`config.mk`:
```
export PLATFORM = sky130hd
export DESIGN_NAME = mem_arbiter
export DESIGN_NICKNAME = d
export VERILOG_FILES = /design/src/rtl/mem_arbiter.sv
export SDC_FILE = /design/constraint.sdc
export NUM_CORES = 1
export LEC_CHECK = 0
export CORE_MARGIN = 2
export CORE_UTILIZATION = 37
export CTS_CLUSTER_DIAMETER = 40
export DETAILED_ROUTE_END_ITERATION = 6
export HOLD_SLACK_MARGIN = 0.12
export PLACE_DENSITY_LB_ADDON = 0.25
export SYNTH_ARGS = -nofsm -noshare
export SYNTH_HDL_FRONTEND = slang
export SYNTH_SLANG_ARGS = --single-unit
```
`constraint.sdc`:
```
create_clock -name CLK -period 2.1 [get_ports CLK]
set_input_delay 0.42 -clock CLK [delete_from_list [all_inputs] [get_ports CLK]]
set_output_delay 0.42 -clock CLK [all_outputs]
set_load 0.1 [all_outputs]
```
`src/rtl/mem_arbiter.sv`:
```
// mem_arbiter: shares one unified memory port between the fetch stage and
// the memory stage of the MIPS pipeline. At most one transaction is in
// flight at a time. Each side receives a one-cycle ready pulse when its
// access completes. Addresses and data pass through unmodified.
module mem_arbiter #(
  parameter int AW = 32,
  parameter int DW = 32
) (
  input  logic          CLK,
  input  logic          Reset,
  // fetch side
  input  logic          IEnF,
  input  logic [AW-1:0] IAddrF,
  output logic [DW-1:0] IDataF,
  output logic          IReadyF,
  // data side
  input  logic          DEnM,
  input  logic          MemWriteM,
  input  logic [AW-1:0] DAddrM,
  input  logic [DW-1:0] DWDataM,
  output logic [DW-1:0] DRDataM,
  output logic          DReadyM,
  // memory port
  output logic          MemReq,
  output logic          MemWE,
  output logic [AW-1:0] MemAddr,
  output logic [DW-1:0] MemWData,
  input  logic [DW-1:0] MemRData,
  input  logic          MemAck
);

  typedef enum logic [1:0] {
    IDLE   = 2'd0,
    BUSY_I = 2'd1,
    BUSY_D = 2'd2,
    DONE   = 2'd3
  } state_t;

  localparam logic SIDE_I = 1'b0;
  localparam logic SIDE_D = 1'b1;

  state_t state;
  logic   last_gnt;
  logic   fetch_flushed;
  logic   grant_i;
  logic   grant_d;

  // Choose which side (if any) gets the memory port at the coming edge.
  // In DONE the side that just finished still holds its enable, so only
  // the other side is eligible there.
  always_comb begin
    grant_i = 1'b0;
    grant_d = 1'b0;
    case (state)
      IDLE: begin
        if (IEnF && DEnM) begin
          grant_d = (last_gnt == SIDE_I);
          grant_i = (last_gnt == SIDE_D);
        end else begin
          grant_i = IEnF;
          grant_d = DEnM;
        end
      end
      DONE: begin
        grant_d = (last_gnt == SIDE_I) && DEnM;
        grant_i = (last_gnt == SIDE_D) && IEnF;
      end
      default: begin
        grant_i = 1'b0;
        grant_d = 1'b0;
      end
    endcase
  end

  // Arbiter state machine; every output is a register updated here.
  always_ff @(posedge CLK or negedge Reset) begin
    if (!Reset) begin
      state         <= IDLE;
      last_gnt      <= SIDE_I;
      fetch_flushed <= 1'b0;
      MemReq        <= 1'b0;
      MemWE         <= 1'b0;
      MemAddr       <= '0;
      MemWData      <= '0;
      IDataF        <= '0;
      DRDataM       <= '0;
      IReadyF       <= 1'b0;
      DReadyM       <= 1'b0;
    end else begin
      IReadyF <= 1'b0;
      DReadyM <= 1'b0;
      case (state)
        IDLE, DONE: begin
          if (grant_i) begin
            MemReq        <= 1'b1;
            MemWE         <= 1'b0;
            MemAddr       <= IAddrF;
            last_gnt      <= SIDE_I;
            fetch_flushed <= 1'b0;
            state         <= BUSY_I;
          end else if (grant_d) begin
            MemReq   <= 1'b1;
            MemWE    <= MemWriteM;
            MemAddr  <= DAddrM;
            MemWData <= DWDataM;
            last_gnt <= SIDE_D;
            state    <= BUSY_D;
          end else begin
            state <= IDLE;
          end
        end
        BUSY_I: begin
          if (!IEnF) begin
            fetch_flushed <= 1'b1;
          end
          if (MemAck) begin
            MemReq <= 1'b0;
            MemWE  <= 1'b0;
            if (IEnF && !fetch_flushed) begin
              IDataF  <= MemRData;
              IReadyF <= 1'b1;
            end
            state <= DONE;
          end
        end
        BUSY_D: begin
          if (MemAck) begin
            MemReq <= 1'b0;
            MemWE  <= 1'b0;
            if (!MemWE) begin
              DRDataM <= MemRData;
            end
            DReadyM <= 1'b1;
            state   <= DONE;
          end
        end
        default: begin
          state <= IDLE;
        end
      endcase
    end
  end

endmodule
```
==> results.toml <==
[status]
status = "complete, no violations"

[critical_path]
reg2reg_setup_slack_ns = 0.16
cp.arrival_ns = 2.21
path_class = "flop to flop"
worstPathRequired_ns = 2.37
cp-startpoint = "state[0]"
regToRegStartpoint = "state[0]"
critPathMaxFanout = 33
cp-end-kind = "flop"
startpoint_type = "flop"

[clock_network]
clock_path_buffers = 2
cts_htree_levels = 4
numCtsBuffers = 17
clk_latency_ns = 0.41
root_buffer = "clkbuf_16"
cts_sinks = 136
cts_setup_buffers = 0
clkSlewWorstSetupHoldPaths_ns = 0.06
cts_tree = "built"

[die]
die_h_um = 129
core_area_um2 = 15200
die_area_um2 = 16500
die_w_um = 129
initial_utilization_pct = 37.8
placementRows = 45
boundaryPins = 266

[detailed_routing]
routedWlPerCell_um = 17.1
route.detailed.drc = 0
ant_nets = 0
viasPerCell = 5.01
drtIter0Drc = 163
wl_um = 16500
vias = 4850
drtPass1Iterations = 4

[synth]
ys_warn_count = 0
synth_nets = 638
yosys_most_used_dff = "dfrtp_1"
seq_area_frac_synth_pct = 59.3
synth_edf_count = 0
ys_ff_latch = 136
synth_mux_area_share_pct = 14.3
synth-simple-area-share_pct = 9.63
synth_compound_area_share_pct = 12.2
synth-async-reset-ratio_pct = 100
synth_xor_xnor_area_share_pct = 0
syn_area_um2 = 5740
synth_adder_area_share_pct = 0.872
synth_area_per_cell_um2 = 11.5
yosysUniqueCellTypes = 27
synth_top_family_by_area = "multiplexers"
syn_inst = 500

[timing]
period_needed_ns = 1.94
slew_viol_final = 0
hold_viol_final = 0
relSlewSlack_pct = 70.1
tightest_slew_ns = 0.449
clock-skew-final_ns = 0.00729
max_freq_mhz = 516
period_share_pct = 92.3
setup_violations = 0

[layout]
area_growth_pct = 56.5
final_cells = 968
finalCoreUtilization_pct = 59.1
most-common-layout-cells = "144 x buf_4, 136 x dfrtp_1, 132 x clkdlybuf4s50_1"
final_common_cell = "buf_4"
final_nets = 905
antenna_cells = 0
layout-drive-gt1-share_pct = 32.1

[placement]
dpl.hpwl_um = 12100
place_inst = 935
gp_congestion = 0.834
port_buffers = 265

[global_route]
grt_pass1_wl_um = 25800
antenna_found_initial = 1
grt_start_max_net_pins = 67
grt_pass1_vias = 5016
grt_util_all_layers_pct = 20.2
overflow = 0

[worst_hold_path]
hold_start = "IDataF[2]"
hold_class = "flop to flop"

[flow_run]
drv_cap = 0
==> cell usage after synthesis (5+ instances only) <==
cell type	n	share of area, %
mux2_4	27	7.1
nand2_1	98	6.4
buf_2	9	0.78
dfrtp_1	136	59
inv_1	5	0.33
o211ai_1	33	4.3
a31oi_1	32	3.5
o21ai_0	36	3.1
mux2_2	33	6.5
clkbuf_1	22	1.4
nor2_1	34	2.2
==> area by class of cell <==
cell class / instances / area (um^2)
Inverter: 5 / 18.8
Clock inverter: 14 / 174
Timing Repair Buffer: 287 / 2590
Sequential cell: 136 / 3400
Clock buffer: 18 / 429
Multi-Input combinational cell: 320 / 2140
Fill cell: 1290 / 6220
Tap cell: 188 / 235
==> per-layer routing <==
metal / GRT usage, % / up-vias / share of wire [%]
met5: 0 / - / 0.079
met4: 7.48 / 2 / 2.4
met3: 6.15 / 31 / 6.8
met2: 33.6 / 194 / 50
met1: 24.9 / 2354 / 40
li1: - / 2269 / -
==> flip-flops by register name, summed over array words and instances, names as in the netlist <==
signal,count
MemAddr,32
MemWData,32
DReadyM,1
IReadyF,1
state,2
fetch_flushed,1
DRDataM,32
MemReq,1
IDataF,32
MemWE,1
last_gnt,1
==> what timing repair did <==
item                       CTS  global route
setup endpoints to repair    0            31
gates resized for setup      0             4
hold endpoints to repair    43             0
hold buffers                 1             0
==> worst max-delay path: stages (launching register included) <==
cell and delay [ns]:
dfrtp_1 0.42, inv_1 0.10, ha_1 0.23, nor2b_2 0.22, buf_8 0.24, nor2_2 0.07, buf_4 0.19, o21ai_0 0.19
a31oi_1 0.12
==> path summary, 6_finish.rpt <==
path | to | depth (start not counted)
max | MemAddr[13] | 8
min | IDataF[2] | 2
max reg2reg | MemAddr[13] | 8
min reg2reg | IDataF[2] | 2
max in group asynchronous | IDataF[0] | 3
min in group asynchronous | DRDataM[16] | 2
==> cells by family (layout without fill, tap and decap cells) <==
kind of cell / count (synthesis) / after routing
compound gates: 111 / 111
simple gates: 141 / 141
flops: 136 / 136
mux: 64 / 64
buf+inv: 44 / 324
fa+ha+maj: 4 / 4
==> through the flow <==
stage / hold WS [ns] / area, um^2 / worst slack (ns) / TNS, ns
after floorplan: 0.124 / 5740 / 0.142 / 0
after global placement: 0.379 / 8360 / 0.0702 / 0
after detailed placement: 0.386 / 8360 / -0.0327 / -0.0327
after CTS: 0.479 / 8970 / 0.0419 / 0
after global routing: 0.496 / 8990 / -0.00107 / -0.00107
final: 0.474 / 8990 / 0.163 / 0
Power is left out: the tool's default activity adds up to more than one toggle a clock period on the data nets, which glitch-free logic cannot reach.
